[config.mk]
export PLATFORM = sky130hd
export DESIGN_NAME = frac_pwm_ramp_ctrl
export DESIGN_NICKNAME = d
export VERILOG_FILES = /design/src/rtl/frac_pwm_pkg.sv /design/src/rtl/frac_pwm_slew.sv /design/src/rtl/frac_pwm_ramp_ctrl.sv
export SDC_FILE = /design/constraint.sdc
export NUM_CORES = 1
export LEC_CHECK = 0
export ABC_AREA = 1
export CORE_MARGIN = 2
export CORE_UTILIZATION = 58
export CTS_BUF_LIST = sky130_fd_sc_hd__clkbuf_2 sky130_fd_sc_hd__clkbuf_4 sky130_fd_sc_hd__clkbuf_8
export DETAILED_ROUTE_END_ITERATION = 8
export GPL_TIMING_DRIVEN = 0
export PLACE_DENSITY = 0.95
export REMOVE_ABC_BUFFERS = 1
export SYNTH_ARGS = -nofsm -noshare
export SYNTH_HDL_FRONTEND = slang
export SYNTH_SLANG_ARGS = --single-unit
[constraint.sdc]
create_clock -name sys_clk -period 9.95 [get_ports sys_clk]
set_input_delay 1.99 -clock sys_clk [delete_from_list [all_inputs] [get_ports sys_clk]]
set_output_delay 1.99 -clock sys_clk [all_outputs]
set_load 0.005 [all_outputs]
[src/rtl/frac_pwm_pkg.sv]
// Shared definitions for the fractional PWM block family: FSM encodings and
// default duty-word geometry.
package frac_pwm_pkg;

  localparam int WIDTH_DEF = 17;
  localparam int FSZE_DEF  = 6;

  typedef enum logic [1:0] {
    ST_IDLE = 2'b00,
    ST_RUN  = 2'b01,
    ST_STOP = 2'b10
  } state_e;

endpackage

[src/rtl/frac_pwm_slew.sv]
// Clamp of the requested target plus step-limited next value toward it.
// Purely combinational so the frequency-ramp block can reuse it as-is.
module frac_pwm_slew #(
  parameter int WIDTH  = 17,
  parameter int STEP_W = 8
) (
  input  logic signed [WIDTH-1:0] tgt,
  input  logic signed [WIDTH-1:0] lo,
  input  logic signed [WIDTH-1:0] hi,
  input  logic                    use_tgt,
  input  logic signed [WIDTH-1:0] cur,
  input  logic [STEP_W-1:0]       step,
  output logic signed [WIDTH-1:0] eff,
  output logic signed [WIDTH-1:0] nxt
);

  localparam logic [WIDTH:0] ONE = {{WIDTH{1'b0}}, 1'b1};

  logic signed [WIDTH-1:0] clamped;
  logic signed [WIDTH-1:0] step_w;
  logic [WIDTH:0]          diff;
  logic [WIDTH:0]          mag;
  logic [WIDTH:0]          step_x;

  always_comb begin
    // Low bound first, then high, so an inverted window resolves to mf_max.
    clamped = (tgt < lo) ? lo : tgt;
    if (clamped > hi) clamped = hi;
    eff = use_tgt ? clamped : '0;

    // One extra bit keeps the difference of two WIDTH-bit values exact.
    diff   = {eff[WIDTH-1], eff} - {cur[WIDTH-1], cur};
    mag    = diff[WIDTH] ? (~diff + ONE) : diff;
    step_x = {{(WIDTH+1-STEP_W){1'b0}}, step};
    step_w = {{(WIDTH-STEP_W){1'b0}}, step};

    if (step == '0 || mag <= step_x) nxt = eff;
    else if (diff[WIDTH])            nxt = cur - step_w;
    else                             nxt = cur + step_w;
  end

endmodule

[src/rtl/frac_pwm_ramp_ctrl.sv]
// Setpoint sequencer for the fractional PWM: target handshake, per-period
// slew of mf_out and a soft-start/soft-stop FSM that gates the PWM.
module frac_pwm_ramp_ctrl
  import frac_pwm_pkg::*;
#(
  parameter int WIDTH  = WIDTH_DEF,
  parameter int FSZE   = FSZE_DEF,
  parameter int STEP_W = 8
) (
  input  logic                    sys_clk,
  input  logic                    sync_rst_n,
  input  logic                    period_tick,
  input  logic                    en,
  input  logic                    tgt_valid,
  output logic                    tgt_ready,
  input  logic signed [WIDTH-1:0] tgt_mf,
  input  logic [STEP_W-1:0]       step,
  input  logic signed [WIDTH-1:0] mf_min,
  input  logic signed [WIDTH-1:0] mf_max,
  output logic signed [WIDTH-1:0] mf_out,
  output logic                    pwm_en,
  output logic                    busy,
  output logic                    at_target,
  output logic [1:0]              state
);

  if (FSZE >= WIDTH) begin : g_bad_fsze
    $error("FSZE must leave at least one integer bit");
  end

  state_e                  state_q, state_d;
  logic signed [WIDTH-1:0] tgt_reg_q, tgt_reg_d;
  logic signed [WIDTH-1:0] mf_out_q, mf_out_d;
  logic                    pwm_en_q, pwm_en_d;
  logic                    tgt_ready_q, tgt_ready_d;
  logic                    busy_q, busy_d;
  logic                    at_target_q, at_target_d;
  logic signed [WIDTH-1:0] eff, mf_nxt;

  frac_pwm_slew #(.WIDTH(WIDTH), .STEP_W(STEP_W)) u_slew (
    .tgt     (tgt_reg_q),
    .lo      (mf_min),
    .hi      (mf_max),
    .use_tgt (state_q == ST_RUN),
    .cur     (mf_out_q),
    .step    (step),
    .eff     (eff),
    .nxt     (mf_nxt)
  );

  always_comb begin
    state_d     = state_q;
    tgt_reg_d   = tgt_reg_q;
    mf_out_d    = mf_out_q;
    pwm_en_d    = pwm_en_q;
    tgt_ready_d = 1'b1;
    busy_d      = (mf_out_q != eff) || (state_q == ST_STOP);
    at_target_d = (mf_out_q == eff);

    // The slew sees the pre-transfer target; a new one applies next tick.
    if (tgt_valid && tgt_ready_q) tgt_reg_d = tgt_mf;
    if (period_tick) mf_out_d = mf_nxt;

    case (state_q)
      ST_IDLE: begin
        mf_out_d = '0;
        pwm_en_d = en;
        if (en) state_d = ST_RUN;
      end
      ST_RUN: begin
        pwm_en_d = 1'b1;
        if (!en) state_d = ST_STOP;
      end
      ST_STOP: begin
        if (en) state_d = ST_RUN;
        else if (period_tick && mf_out_q == '0) begin
          state_d  = ST_IDLE;
          pwm_en_d = 1'b0;
        end
      end
      default: begin
        state_d  = ST_IDLE;
        mf_out_d = '0;
        pwm_en_d = 1'b0;
      end
    endcase
  end

  always_ff @(posedge sys_clk or negedge sync_rst_n) begin
    if (!sync_rst_n) begin
      state_q     <= ST_IDLE;
      tgt_reg_q   <= '0;
      mf_out_q    <= '0;
      pwm_en_q    <= 1'b0;
      tgt_ready_q <= 1'b0;
      busy_q      <= 1'b0;
      at_target_q <= 1'b1;
    end else begin
      state_q     <= state_d;
      tgt_reg_q   <= tgt_reg_d;
      mf_out_q    <= mf_out_d;
      pwm_en_q    <= pwm_en_d;
      tgt_ready_q <= tgt_ready_d;
      busy_q      <= busy_d;
      at_target_q <= at_target_d;
    end
  end

  assign state     = state_q;
  assign mf_out    = mf_out_q;
  assign pwm_en    = pwm_en_q;
  assign tgt_ready = tgt_ready_q;
  assign busy      = busy_q;
  assign at_target = at_target_q;

endmodule

# Yosys cells after proc, flatten, opt, wreduce, memory -nomap -nowiden
# Index checks and enable logic that the tools add are counted.
[word_totals] ff_bits=40 inputBits=64 output_inout_bits=23 elab_cells=51
[op_classes] n_addsub=4 magnitude_cmp=3 eq_ne=10 n_mux=16 bitwise=1 reduce_logical=10
[op_table] operator="17-bit two-way mux" count=7
[op_table] operator="18-bit by 1-bit adder with 18-bit output, second input constant" count=1
[op_table] operator="18-bit by 8-bit less-or-equal comparator with 1-bit output" count=1
[op_table] operator="18-bit two-way mux" count=1
[op_table] operator="18-bit inverter" count=1
[op_table] operator="17-bit by 17-bit subtractor with 18-bit output" count=1
[op_table] operator="17-bit by 9-bit adder with 17-bit output" count=1
[op_table] operator="17-bit equality test" count=1
[op_table] operator="17-bit greater-than comparator" count=1
[op_table] operator="17-bit zero test" count=1
[op_table] operator="17-bit < comparator" count=1
[op_table] operator="17-bit inequality test" count=1
[op_table] operator="17-bit by 9-bit subtractor with 17-bit output" count=1
[op_table] operator="8-bit zero test" count=1
[op_table] operator="2-bit two-way mux" count=4
[op_table] operator="2-bit inequality test, second input constant" count=3
[op_table] operator="2-bit one-hot mux with 3 select lines" count=1
[op_table] operator="2-bit by 1-bit inequality test with 1-bit output, second input constant" count=2
[op_table] operator="3-bit by 2-bit inequality test with 1-bit output, second input constant" count=1
[op_table] operator="1-bit one-hot mux with 3 select lines" count=1
[op_table] operator="3-bit AND reduction" count=1
[op_table] operator="2-bit by 1-bit equality test with 1-bit output, second input constant" count=1
[op_table] operator="2-bit equality test, second input constant" count=1
[op_table] operator="1-bit logical AND" count=2
[op_table] operator="5 further kinds" count=7

# Longest topological paths before layout
[logic_depth] depth_word=14 depth_mapped=59

# Hierarchy
# From an unflattened synthesis, not the netlist that was laid out.
[unflattened] cells_unflattened=1040 hier_area_um2=6403.6
[modules_own_cells] mod="frac_pwm_slew" instances=1 cells_each=826 area_per_inst_um2=4411.7 seq_area_each_um2=0.0
[modules_own_cells] mod="frac_pwm_ramp_ctrl" instances=1 cells_each=214 area_per_inst_um2=1991.9 seq_area_each_um2=1002.2

# Least setup slack after synthesis
# No wires, ideal clock.
[synth_timing] path_type="in2reg" from="input mf_min[2]" to="register mf_out_q[14] (netlist: mf_out[14])" arrival_ns=8.540 slack_ns=1.292 cell_stages=47 n_path_buf=4 path_cell_list="inv_1 ha_1 a21oi_1 nor2_1 o31ai_1 nand2_1 nand2_1 nand3_1 nand2_1 nand2_1 clkbuf_1 nand2_1 o21ai_0 ha_1 inv_1 nor3_1 o21ai_0 nand2_1 [... 11 more ...] nor3_1 nand3_1 nand2_4 buf_4 clkbuf_1 o21ai_0 fa_1 inv_1 a31oi_1 o21ai_0 a21boi_0 o21ai_0 nand3_1 nand2_1 xnor2_1 nand3_1 nand3_1 nand2_1"
[synth_via] elab_chain_len=14 word_cells_on_any_way=15 cone_classes="2 x add/sub; 3 x order compare; 8 x mux; 1 x bitwise; 1 x reduce/logical"
[synth_rtl] element="start: declaration" line="frac_pwm_ramp_ctrl.sv:18" rtl="input logic signed [WIDTH-1:0] mf_min,"
[synth_rtl] element="17-bit < comparator" line="frac_pwm_slew.sv:27" rtl="clamped = (tgt < lo) ? lo : tgt;"
[synth_rtl] element="17-bit two-way mux (*)" line="frac_pwm_slew.sv:27"
[synth_rtl] element="17-bit greater-than comparator" line="frac_pwm_slew.sv:28" rtl="if (clamped > hi) clamped = hi;"
[synth_rtl] element="17-bit two-way mux (*)" line="frac_pwm_slew.sv:28"
[synth_rtl] element="17-bit two-way mux (*)" line="frac_pwm_slew.sv:29" rtl="eff = use_tgt ? clamped : '0;"
[synth_rtl] element="17-bit by 17-bit subtractor with 18-bit output" line="frac_pwm_slew.sv:32" rtl="diff = {eff[WIDTH-1], eff} - {cur[WIDTH-1], cur};"
[synth_rtl] element="18-bit inverter" line="frac_pwm_slew.sv:33" rtl="mag = diff[WIDTH] ? (~diff + ONE) : diff;"
[synth_rtl] element="18-bit by 1-bit adder with 18-bit output" line="frac_pwm_slew.sv:33"
[synth_rtl] element="18-bit two-way mux" line="frac_pwm_slew.sv:33"
[synth_rtl] element="18-bit by 8-bit less-or-equal comparator with 1-bit output" line="frac_pwm_slew.sv:37" rtl="if (step == '0 || mag <= step_x) nxt = eff;"
[synth_rtl] element="1-bit logical OR" line="frac_pwm_slew.sv:37"
[synth_rtl] element="17-bit two-way mux (*)" line="frac_pwm_slew.sv:37"
[synth_rtl] element="17-bit two-way mux (*)" line="frac_pwm_ramp_ctrl.sv:62" rtl="if (period_tick) mf_out_d = mf_nxt;"
[synth_rtl] element="17-bit two-way mux (*)" line="frac_pwm_ramp_ctrl.sv:64" rtl="case (state_q)"
[synth_rtl] element="end signal: assignment" line="frac_pwm_ramp_ctrl.sv:101" rtl="mf_out_q <= mf_out_d;"
[synth_rtl] element="end: declaration" line="frac_pwm_ramp_ctrl.sv:33" rtl="logic signed [WIDTH-1:0] mf_out_q, mf_out_d;"
# Every way passes the cells marked *; elsewhere a longest branch is shown, timed or not. The select of a mux whose other input is x is not followed.
# A chain may end at the register's enable or synchronous reset.

# Worst setup path in the final report
[layout_timing] from="input mf_min[2]" to="register mf_out_q[13] (netlist: mf_out[13])"
# The elaborated chain is that of the path after synthesis.

==> metrics <==
status=finished with violations; violated checks=setup timing; Worst Max-Slew Pin Slew=1096 ps; slowest stage cell on the critical path=clkdlybuf4s50_1; drt initial violations=620; worst-case setup margin in the final layout=-103.4 ps; Die Wd=108.9 um; tightest slew margin relative to the limit=26.67%; worst-path fanout max=20; sequential area share after synthesis=15.70%; number of antenna violations at the first check in global routing=0; CTS Buffer Depth=2; layout-stage area growth over the synthesis result=20.78%; CTS root buffer=clkbuf_8; number of sinks on the clock net=40; floorplan row count=38; hold violation count in the final report=0; maximum number of pins on one net before global-route repair=41; vertical die dimension=108.9 um; die area=0.01186 mm2; final setup violating endpoints=17; first-pass GRT wire length=29.18 mm; count of non-filler cells in the finished layout=1268; Placed Cells incl. Taps=1249; count of hold-fix buffers inserted at cts=0; vias after detailed routing=7226; cells after synthesis=1041; Global Route Usage Sum=30.52%; DRC violation count after routing=0; startpoint types=primary input; final number of max-transition violations=0; clock latency of the later-clocked register in the worst-skew pair=300 ps; H-tree levels=2; share of layout cells above drive strength 1=11.61%; initial cell density of the core=59.14%; final critical-path required period=10050 ps; Netlist Area Pre-Place=0.006382 mm2; ys async rst share=100.0%; category of the most critical setup path=in -> reg; number of max-cap violations=0; Num CTS Buffers=5; wirelength, routed=19.19 mm; CP dominant cell by count=nand2_1; required time of the critical path=10180 ps; buffers and inverters on the worst path=8; Ant. Diodes=0; crit share post-route=101.0%; Avg Cell Area, Syn=6.131 um2; count of input and output buffers=86; Yosys Warn Count=0; Clk pin slew, worst setup/hold paths=90 ps; data arrival time of the critical path=10290 ps; CP delay by family, top=simple AND/OR/NAND/NOR gates; slack of the worst reg-to-reg path=1670 ps; max frequency=99.47 MHz; count of pins on the block boundary=87; clock skew=9.156 ps; sort of element at the end of the critical path=flop; dpl hpwl=14.25 mm; first-pass detailed-route iteration total=6; drt via density=5.699; number of distinct standard cells referenced by the synthesized netlist=44; clock tree from TritonCTS=built; min-delay worst type=reg -> reg; register bit total from synthesis=40; number of flops mapped to enable cells by yosys=0; area of the core region=0.01079 mm2; post-route antenna net violation count=0; global-route congestion overflow total=0; Largest stage delay, worst path=450 ps; final net count=1274; via count of the first global-routing pass=6523; most instantiated flip-flop cell in the synthesis netlist=dfrtp_1; routed wirelength normalized by instance count=15.13 um; final RePlAce weighted congestion=1.024
kinds of logic (layout without fill, tap and decap cells):
family          count (synthesis)  count (layout)  share of synthesized area (%)
mux                            16              16                          2.823
compound gates                121             121                          10.39
other cells                     1               1                        0.05876
flops                          40              40                          15.70
fa+ha+maj                      83              83                          16.51
xor+xnor                       27              27                          3.705
buf+inv                       211             293                          12.90
simple gates                  542             547                          37.91
through the flow:
step	worst slack [ps]	utilization, %	cell area, um2	hold WS (ps)	setup TNS, ps
5_1_grt	-539.8	71.42	7709	569.2	-8853
3_5_place_dp	-858.9	67.88	7326	529.3	-10580
3_3_place_gp	-1294	67.78	7316	511.6	-20010
6_report	-103.4	71.42	7709	550.7	-1250
4_1_cts	44.74	68.90	7436	547.9	0
2_1_floorplan	847.4	-	6280	492.3	0
path summary, 6_finish.rpt:
kind	startpoint	to	depth (start not counted)
worst max-delay path	mf_min[2]	mf_out[13]	54
worst min-delay path	tgt_reg_q[10]	tgt_reg_q[10]	1
worst max register to register	tgt_reg_q[2]	mf_out[13]	52
worst min register to register	tgt_reg_q[10]	tgt_reg_q[10]	1
max in group asynchronous	sync_rst_n	state[0]	1
min in group asynchronous	sync_rst_n	tgt_reg_q[15]	1
cells in the mapped netlist (2+ instances only):
| master | instances | area share, % |
|---|---|---|
| nand2_1 | 310 | 18 |
| inv_1 | 183 | 11 |
| nand3_1 | 94 | 7.4 |
| ha_1 | 81 | 16 |
| a21oi_1 | 57 | 4.5 |
| nor2_1 | 52 | 3.1 |
| o21ai_0 | 43 | 3.4 |
| dfrtp_1 | 39 | 15 |
| xor2_1 | 21 | 2.9 |
| mux2_2 | 16 | 2.8 |
| or2_2 | 16 | 1.6 |
| nand3_2 | 15 | 2.4 |
| nand4_1 | 15 | 1.5 |
| nand2_2 | 14 | 1.4 |
| nor3_1 | 12 | 0.94 |
| clkbuf_1 | 10 | 0.59 |
| inv_2 | 8 | 0.47 |
| nor2_2 | 7 | 0.69 |
| xnor2_1 | 6 | 0.82 |
| a31oi_1 | 4 | 0.39 |
| buf_2 | 4 | 0.31 |
| buf_6 | 3 | 0.53 |
| o21a_1 | 3 | 0.35 |
| o31ai_1 | 3 | 0.35 |
| a211oi_1 | 2 | 0.24 |
| a21o_1 | 2 | 0.24 |
| and2_1 | 2 | 0.20 |
| fa_1 | 2 | 0.63 |
| o21bai_1 | 2 | 0.24 |
per-layer routing:
metal  wire (um)  track usage [%]  up-vias
met5           0                0        -
met1        7549            38.02     3213
met4        1071            12.64        0
met2        8798            53.15      406
li1            -                -     3508
met3        1772            3.586       99
area by class of cell:
| type | count | area, um2 |
|---|---|---|
| inverters | 192 | 720.7 |
| well taps | 140 | 175.2 |
| fillers | 810 | 3084 |
| clock inverters | 1 | 8.758 |
| flip-flops and latches | 40 | 1002 |
| repair buffers | 93 | 940.9 |
| multi-input cells | 795 | 4777 |
| clock buffers | 7 | 83.83 |
registers in the layout, indices dropped and copies added, names as in the netlist:
name / count
tgt_ready: 1
at_target: 1
mf_out: 17
tgt_reg_q: 17
busy: 1
state: 2
pwm_en: 1
layout by cell type, fill, tap and decap left out, types with 4 or more instances in the layout:
| cell type | synthesis | final |
|---|---|---|
| ha_1 | 81 | 74 |
| ha_2 | 0 | 7 |
| nand2_4 | 1 | 5 |
| a21oi_1 | 57 | 55 |
| nor3_1 | 12 | 8 |
| nor2_1 | 52 | 49 |
| nand4_1 | 15 | 15 |
| nand3_1 | 94 | 91 |
| clkdlybuf4s50_1 | 0 | 85 |
| nor2_2 | 7 | 9 |
| clkbuf_8 | 0 | 5 |
| nand3_2 | 15 | 18 |
| inv_2 | 8 | 9 |
| or2_2 | 16 | 16 |
| xor2_1 | 21 | 21 |
| dfrtp_1 | 39 | 39 |
| o21ai_1 | 1 | 6 |
| nand2_2 | 14 | 15 |
| nor3_2 | 0 | 4 |
| buf_4 | 1 | 4 |
| o21ai_0 | 43 | 35 |
| xnor2_1 | 6 | 6 |
| inv_1 | 183 | 182 |
| nand2_1 | 310 | 306 |
| mux2_2 | 16 | 16 |
timing repair:
item                       CTS  global route
setup endpoints to repair   17            17
gates cloned                 0             5
resized for setup            4            45
buffers inserted             0             6
pin swaps                    0            13
Power is left out: the tool's default activity adds up to more than one toggle a clock period on the data nets, which glitch-free logic cannot reach.
